$ cat src/rtl/mdr_mem_port_if.sv
// Request/response bus between the datapath (MDR/MAR side) and the memory port.
// The master drives a level request with its operands. The slave returns load data,
// a one-cycle completion pulse, a busy flag and an out-of-range flag.
interface mdr_mem_port_if #(
    parameter int ADDR_W = 8
);
    logic              req;
    logic              we;
    logic [ADDR_W-1:0] addr;
    logic [15:0]       wdata;
    logic [15:0]       rdata;
    logic              ack;
    logic              busy;
    logic              err;

    modport master (
        output req, we, addr, wdata,
        input  rdata, ack, busy, err
    );

    modport slave (
        input  req, we, addr, wdata,
        output rdata, ack, busy, err
    );
endinterface

$ cat src/rtl/mdr_mem_port.sv
// mdr_mem_port: memory-side responder for the datapath's MDR/MAR loads and stores.
// It holds a DEPTH x 16-bit data array and serves one request at a time.
//
// Each access follows IDLE -> WAIT (WAIT_CYCLES + 1 cycles) -> DONE. The array is
// read or written on the last WAIT edge. The ack and err outputs pulse for the
// single DONE cycle. rdata holds the most recent read result.
//
// Optional feature, selected by the macro MDR_MEM_BOUNDS_CHECK_EN:
//   defined   - an address >= DEPTH performs no access, leaves rdata unchanged,
//               and raises err together with ack.
//   undefined - out-of-range writes are dropped, out-of-range reads load 0,
//               and err is tied low.
module mdr_mem_port #(
    parameter int ADDR_W      = 8,
    parameter int DEPTH       = 256,
    parameter int WAIT_CYCLES = 2
) (
    input  logic          clk,
    input  logic          rst,
    mdr_mem_port_if.slave bus
);

    // Index width into the implemented array. DEPTH <= 2**ADDR_W, so this never exceeds ADDR_W.
    localparam int              MEM_AW    = (DEPTH > 1) ? $clog2(DEPTH) : 1;
    // Widened by one bit so that DEPTH == 2**ADDR_W is still representable.
    localparam logic [ADDR_W:0] DEPTH_LIM = DEPTH[ADDR_W:0];
    localparam logic [3:0]      WAIT_INIT = WAIT_CYCLES[3:0];

    typedef enum logic [1:0] {
        S_IDLE = 2'd0,
        S_WAIT = 2'd1,
        S_DONE = 2'd2
    } state_t;

    state_t            state_q;
    logic [3:0]        cnt_q;
    logic              we_q;
    logic [ADDR_W-1:0] addr_q;
    logic [15:0]       wdata_q;
    logic [15:0]       rdata_q;
    logic              ack_q;
    logic              busy_q;
`ifdef MDR_MEM_BOUNDS_CHECK_EN
    logic              err_q;
`endif

    logic [15:0]       mem [DEPTH];

    logic              commit;
    logic              in_range;
    logic [MEM_AW-1:0] mem_idx;

    // The commit edge is the last edge spent in WAIT, after the counter has drained.
    assign commit   = (state_q == S_WAIT) && (cnt_q == 4'd0);
    assign in_range = ({1'b0, addr_q} < DEPTH_LIM);
    assign mem_idx  = addr_q[MEM_AW-1:0];

    // Data array write port. It is not reset.
    // Only a write that reaches its commit edge lands in the array.
    always_ff @(posedge clk) begin
        if (commit && we_q && in_range) begin
            mem[mem_idx] <= wdata_q;
        end
    end

    // Request FSM.
    // It latches operands on acceptance, counts wait states, commits reads,
    // and drives the registered ack, busy and err outputs.
    always_ff @(posedge clk or posedge rst) begin
        if (rst) begin
            state_q <= S_IDLE;
            cnt_q   <= 4'd0;
            we_q    <= 1'b0;
            addr_q  <= '0;
            wdata_q <= 16'h0000;
            rdata_q <= 16'h0000;
            ack_q   <= 1'b0;
            busy_q  <= 1'b0;
`ifdef MDR_MEM_BOUNDS_CHECK_EN
            err_q   <= 1'b0;
`endif
        end else begin
            // ack and err are single-cycle pulses. By default they are cleared.
            ack_q <= 1'b0;
`ifdef MDR_MEM_BOUNDS_CHECK_EN
            err_q <= 1'b0;
`endif
            case (state_q)
                S_IDLE: begin
                    if (bus.req) begin
                        we_q    <= bus.we;
                        addr_q  <= bus.addr;
                        wdata_q <= bus.wdata;
                        cnt_q   <= WAIT_INIT;
                        busy_q  <= 1'b1;
                        state_q <= S_WAIT;
                    end
                end
                S_WAIT: begin
                    if (cnt_q != 4'd0) begin
                        cnt_q <= cnt_q - 4'd1;
                    end else begin
                        if (!we_q) begin
                            if (in_range) begin
                                rdata_q <= mem[mem_idx];
                            end
`ifndef MDR_MEM_BOUNDS_CHECK_EN
                            else begin
                                rdata_q <= 16'h0000;
                            end
`endif
                        end
`ifdef MDR_MEM_BOUNDS_CHECK_EN
                        err_q <= ~in_range;
`endif
                        ack_q   <= 1'b1;
                        state_q <= S_DONE;
                    end
                end
                S_DONE: begin
                    busy_q  <= 1'b0;
                    state_q <= S_IDLE;
                end
                default: begin
                    state_q <= S_IDLE;
                    busy_q  <= 1'b0;
                end
            endcase
        end
    end

    assign bus.rdata = rdata_q;
    assign bus.ack   = ack_q;
    assign bus.busy  = busy_q;
`ifdef MDR_MEM_BOUNDS_CHECK_EN
    assign bus.err   = err_q;
`else
    assign bus.err   = 1'b0;
`endif

endmodule

$ cat src/flat_wrapper.sv
// flat-port wrapper written by rule: the top's interface ports become plain ports
module mdr_mem_port_flat 
#(
    parameter int ADDR_W      = 8,
    parameter int DEPTH       = 256,
    parameter int WAIT_CYCLES = 2
)
  (clk, rst, bus_req, bus_we, bus_addr, bus_wdata, bus_rdata, bus_ack, bus_busy, bus_err);
  mdr_mem_port_if #(.ADDR_W(ADDR_W)) bus_i ();
  input  logic clk;
  input  logic rst;
  input wire logic [$bits(bus_i.req)-1:0] bus_req;
  input wire logic [$bits(bus_i.we)-1:0] bus_we;
  input wire logic [$bits(bus_i.addr)-1:0] bus_addr;
  input wire logic [$bits(bus_i.wdata)-1:0] bus_wdata;
  output wire logic [$bits(bus_i.rdata)-1:0] bus_rdata;
  output wire logic [$bits(bus_i.ack)-1:0] bus_ack;
  output wire logic [$bits(bus_i.busy)-1:0] bus_busy;
  output wire logic [$bits(bus_i.err)-1:0] bus_err;
  assign bus_i.req = bus_req;
  assign bus_i.we = bus_we;
  assign bus_i.addr = bus_addr;
  assign bus_i.wdata = bus_wdata;
  assign bus_rdata = bus_i.rdata;
  assign bus_ack = bus_i.ack;
  assign bus_busy = bus_i.busy;
  assign bus_err = bus_i.err;
  mdr_mem_port #(.ADDR_W(ADDR_W), .DEPTH(DEPTH), .WAIT_CYCLES(WAIT_CYCLES)) u_core (.clk(clk), .rst(rst), .bus(bus_i));
endmodule
$ cat config.mk
export PLATFORM = sky130hd
export DESIGN_NAME = mdr_mem_port_flat
export DESIGN_NICKNAME = d
export VERILOG_FILES = /design/src/rtl/mdr_mem_port_if.sv /design/src/rtl/mdr_mem_port.sv /design/src/flat_wrapper.sv
export SDC_FILE = /design/constraint.sdc
export NUM_CORES = 2
export LEC_CHECK = 0
export BUFFER_PORTS_ARGS = -buffer_cell sky130_fd_sc_hd__buf_2
export CORE_UTILIZATION = 63
export DETAILED_ROUTE_END_ITERATION = 8
export PLACE_DENSITY = 0.78
export SYNTH_ARGS = -nofsm -noshare
export SYNTH_HDL_FRONTEND = slang
export SYNTH_SLANG_ARGS = --single-unit
$ cat constraint.sdc
create_clock -name clk -period 4.6 [get_ports clk]
set_clock_uncertainty 0.2 [all_clocks]
set_input_delay 0.23 -clock clk [delete_from_list [all_inputs] [get_ports clk]]
set_output_delay 0.23 -clock clk [all_outputs]
set_load 0.01 [all_outputs]
==> Yosys cells after proc, flatten, opt, wreduce, memory -nomap -nowiden <==
Memory sizes are Yosys's and may differ from the RTL's. A register that Yosys moved wholly into a read port is not among the register bits.
Cells that the tools add are included.
{ "op_classes": {"add_sub_neg": 1, "n_eq_ne": 4, "n_mux": 12, "bitwise_logic": 3, "reduce_logical": 11} }
{ "op_table": {"columns": ["op", "n"], "rows": [
  ["two-way mux 4 bit", 2],
  ["case mux 4 bit (2 select lines)", 1],
  ["inequality test 2 bit, second input constant", 3],
  ["AND reduction 2 bit", 3],
  ["AND reduction 3 bit", 2],
  ["two-way mux 1 bit", 5],
  ["zero test 4 bit", 1],
  ["two-way mux 2 bit", 2],
  ["case mux 2 bit (2 select lines)", 1],
  ["nonzero test 4 bit", 1],
  ["subtractor 4 x 1 -> 4 bit, second input constant", 1],
  ["NOT 1 bit", 3],
  ["equality test 2 x 1 -> 1 bit, second input constant", 1],
  ["logical AND 1 bit", 2],
  ["zero test 2 bit", 1],
  ["case mux 1 bit (2 select lines)", 1],
  ["nonzero test 2 bit", 1]
]} }
{ "word_totals": {"regBits": 33, "ramBits": 4096, "in_bits": 28, "wordCells": 39, "n_memories": 1} }
{ "mem_list": {"columns": ["name", "depth", "word_bits", "rd", "rd_ports_with_merged_regs", "write_ports", "line", "source"], "rows": [
  ["u_core.mem", 256, 16, 1, 1, 1, "mdr_mem_port.sv:47", "logic [15:0] mem [DEPTH];"]
]} }

==> Logic depth before layout (Yosys ltp) <==
{ "logic_depth": {"word_depth": 5, "depth_mapped": 13, "ltp_nobuf": 9} }

==> Least setup slack after synthesis <==
Ideal clock, no wire load.
{ "synth_timing": {"path_type": "register to register", "from": "register u_core.wdata_q[0]", "to": "memory u_core.mem[0][0] (data pin)", "setup_ps": 803, "t_arrival_ps": 3181, "setup_slack_ps": 416, "stages_incl_launch_ff": 1, "n_path_buf": 0, "synth_period_minus_slack_ps": 4184, "cell_sequence": "dfrtp_1"} }
{ "synth_lines": {"columns": ["item", "line", "source"], "rows": [
  ["from (decl)", "mdr_mem_port.sv:39", "logic [15:0] wdata_q;"],
  ["from (signal assigned)", "mdr_mem_port.sv:93", "wdata_q <= bus.wdata;"],
  ["to (decl)", "mdr_mem_port.sv:47", null]
]} }
No word-level cell before the write port.

==> flow_metrics.env <==
export IMPL_status="complete, but fails checks"
export IMPL_violations="negative setup slack"
export IMPL_rows=184
export IMPL_wl_mm=474
export IMPL_crit_start="u_core.addr_q[0]"
export IMPL_final_cell_area_um2=182000
export IMPL_mappedNetlistNets=7274
export IMPL_met1_length_mm=148
export IMPL_grt_use_total_pct=37.3
export IMPL_clk_pin_slew_worst_paths_ns=0.06
export IMPL_irDropWorstVdd_mv=0.568
export IMPL_top_layer_used="met5"
export IMPL_drc_errors=0
export IMPL_hold_class="input pin to register"
export IMPL_yosysWarnings=0
export IMPL_power_leakage_nw=58.3
export IMPL_cp_max_fo=21
export IMPL_cts_htree_levels=5
export IMPL_synth_area_leaders="edfxtp_1 77%, mux4_2 14%, mux2i_1 2.0%"
export IMPL_netlist_area_leader_share_pct=77.1
export IMPL_wl_met3_mm=70.9
export IMPL_drtPass1Iterations=7
export IMPL_ios=47
export IMPL_cellPowerDensity_nw_per_um2=661
export IMPL_synth_commonest_cells="4,096 x edfxtp_1, 973 x mux4_2, 326 x mux2i_1, 317 x nor2_1, 283 x nand2_1"
export IMPL_overflow=0
export IMPL_die_w_um=505
export IMPL_post_dp_hpwl_mm=268
export IMPL_maxSlewViolCount=0
export IMPL_synth_area_um2=160000
export IMPL_clk_path_buf_depth=4
export IMPL_r2r_slack_ns=-0.07
export IMPL_fin_crit_sh_pct=102
export IMPL_seq_area_frac_synth_pct=77.9
export IMPL_worst_pin_slew_ns=1.37
export IMPL_holdWs_ns=0.0871
export IMPL_postCtsSetupRepairBufs=0
export IMPL_crit_type="register to register"
export IMPL_rr_startpoint="u_core.addr_q[0]"
export IMPL_nets=8050
export IMPL_setup_violations=2
export IMPL_grt_max_degree=149
export IMPL_drive_gt1_share_pct=28.5
export IMPL_ys_types=75
export IMPL_wire_per_inst_um=40.4
export IMPL_start_kind="register"
export IMPL_crit_cells=10
export IMPL_via_count=87100
export IMPL_timing_fmax_mhz=214
export IMPL_worst_slack_ns=-0.0704
export IMPL_critPathCaptureType="register"
export IMPL_wl_met2_mm=218
export IMPL_yosysMostFrequentCell="edfxtp_1"
export IMPL_path_buf_inv=3
export IMPL_ant_nets=0
export IMPL_cp_slowest_cell="dfrtp_4"
export IMPL_critPathTopFamily="simple AND/OR/NAND/NOR gates"
export IMPL_r2r_end="u_core.bus.rdata[10]"
export IMPL_ys_flop_type="edfxtp_1"
export IMPL_synth_seq_cells=4145
export IMPL_die_area_um2=255000
export IMPL_vias_per_cell=7.43
export IMPL_r2r_cells=10
export IMPL_start_util_pct=63.4
export IMPL_avgSynthCellArea_um2=22.0
export IMPL_coreArea_um2=252000
export IMPL_post_place_ws_ns=0.0348
export IMPL_syn_to_final_growth_pct=13.9
export IMPL_place_area_um2=168000
export IMPL_netlist_instances=7245
export IMPL_rsz0062_at_grt="no"
export IMPL_cts_root_buf="clkbuf_16"
export IMPL_endpoint="u_core.bus.rdata[10]"
export IMPL_cts_sinks=4145
export IMPL_grt_pass1_vias=86300
export IMPL_maxCapViolations=0
export IMPL_grt_first_pass_wirelength_mm=656
export IMPL_cts_tree="yes"
export IMPL_clock_latency_ns=1.01
export IMPL_finalHoldViolCount=0
export IMPL_maxSlewHeadroom_pct=8.68
export IMPL_fp_dieH_um=505
export IMPL_post_route_min_period_ns=4.67
export IMPL_drtIter0Drc=15900
export IMPL_critPathMaxStageDelay_ns=1.04
export IMPL_portBuffers=45
export IMPL_synth_top_cell_by_area="edfxtp_1"
export IMPL_synth_edff_count=4096
export IMPL_antenna_found_initial=36
export IMPL_synth_async_reset_ratio_pct=1.18
export IMPL_numCtsBuffers=406
export IMPL_cp_required_ns=5.32
export IMPL_place_gp_congestion=0.953
export IMPL_path_cells="buf_12, buf_4, buf_4, mux4_2, o22a_1, o221ai_1, nor3_1, o221ai_1, nor3_1, o32a_1"
export IMPL_crit_arrival_ns=5.39
cells by family after synthesis:
group	share of synthesized area (%)
AOI/OAI and AO/OA	2.30
xor gates and xnor gates	0.0110
adders and majority gates	0.00784
buffers and inverters	1.48
DFF	77.9
muxes	16.2
other	0.00235
and+or+nand+nor	2.16
power breakdown:
part | total, mW | switching [mW] | internal [mW]
clock network | 33.2 | 14.2 | 19.0
logic | 37.4 | 24.5 | 12.9
registers | 49.6 | 2.09 | 47.5
layout by cell type (no fill, tap or decap), types with 55 or more instances in the layout:
cell type	n
o21ai_0	62
a21oi_1	55
o22ai_1	62
a32oi_1	65
mux2i_1	326
mux4_2	973
clkinv_2	78
clkinv_1	94
nand2_1	283
buf_12	82
a22oi_1	108
buf_4	587
edfxtp_1	4096
clkbuf_16	412
nor2_1	304
clkbuf_1	59
dlygate4sd3_1	73
nand3_1	81
state kept, by name, indices dropped and copies added (netlist names):
name,flops
u_core.bus.rdata,16
u_core.cnt_q,4
u_core.we_q,1
u_core.mem,4096
u_core.bus.busy,1
u_core.wdata_q,16
u_core.addr_q,8
u_core.state_q,2
u_core.bus.ack,1
metrics by stage:
stage / TNS (ns) / instances / total power [mW] / util, %
floorplan: 0 / 7245 / 70.8 / -
global placement: -0.252 / 10900 / 84.6 / 66.7
detailed placement: 0 / 10900 / 85.5 / 66.7
CTS: 0 / 11700 / 119 / 72.2
global route: 0 / 11700 / 122 / 72.2
finish: -0.0817 / 11700 / 120 / 72.2
per-layer routing:
metal | vias up | global-route usage, %
li1 | 32100 | -
met3 | 1906 | 11.9
met2 | 8875 | 56.6
met5 | - | 0.638
met1 | 44200 | 47.1
met4 | 30 | 23.1
worst register-to-register path, delay by kind of cell, from the launching register on:
family                 cells  cell delay [ns]
AOI/OAI and AO/OA          4             0.92
buffers and inverters      3             0.97
DFF                        1             1.04
muxes                      1             0.24
and+or+nand+nor            2             1.23
what timing repair did:
item                                   4_1_cts  5_1_grt
gates resized for setup                      1        0
endpoints found under the hold margin       78        0
setup endpoints to repair                    1        0
hold buffers                                73        0
worst min-delay path by stage:
| stage | cells after the start | slack, ns | endpoint | from |
|---|---|---|---|---|
| 3_5_place_dp | 2 | 0.12 | u_core.wdata_q[0] | rst |
| 4_1_cts | 4 | 0.08 | u_core.addr_q[2] | bus_addr[2] |
| 5_1_grt | 4 | 0.06 | u_core.addr_q[2] | bus_addr[2] |
| 6_report | 4 | 0.09 | u_core.addr_q[3] | bus_addr[3] |
| 2_1_floorplan | 2 | 0.15 | u_core.addr_q[1] | bus_addr[1] |
| 3_3_place_gp | 2 | 0.11 | u_core.wdata_q[0] | rst |
cell type report:
cell class	instances	area [um2]
Clock buffer	482	10700
Tap cell	3348	4190
Inverter	10	47.5
Multi-Input combinational cell	2669	33000
Timing Repair Buffer	789	7020
Clock inverter	253	2410
Antenna cell	22	55.1
Sequential cell	4145	124000
Fill cell	13200	69900
Power figures use the tool's default switching activity.
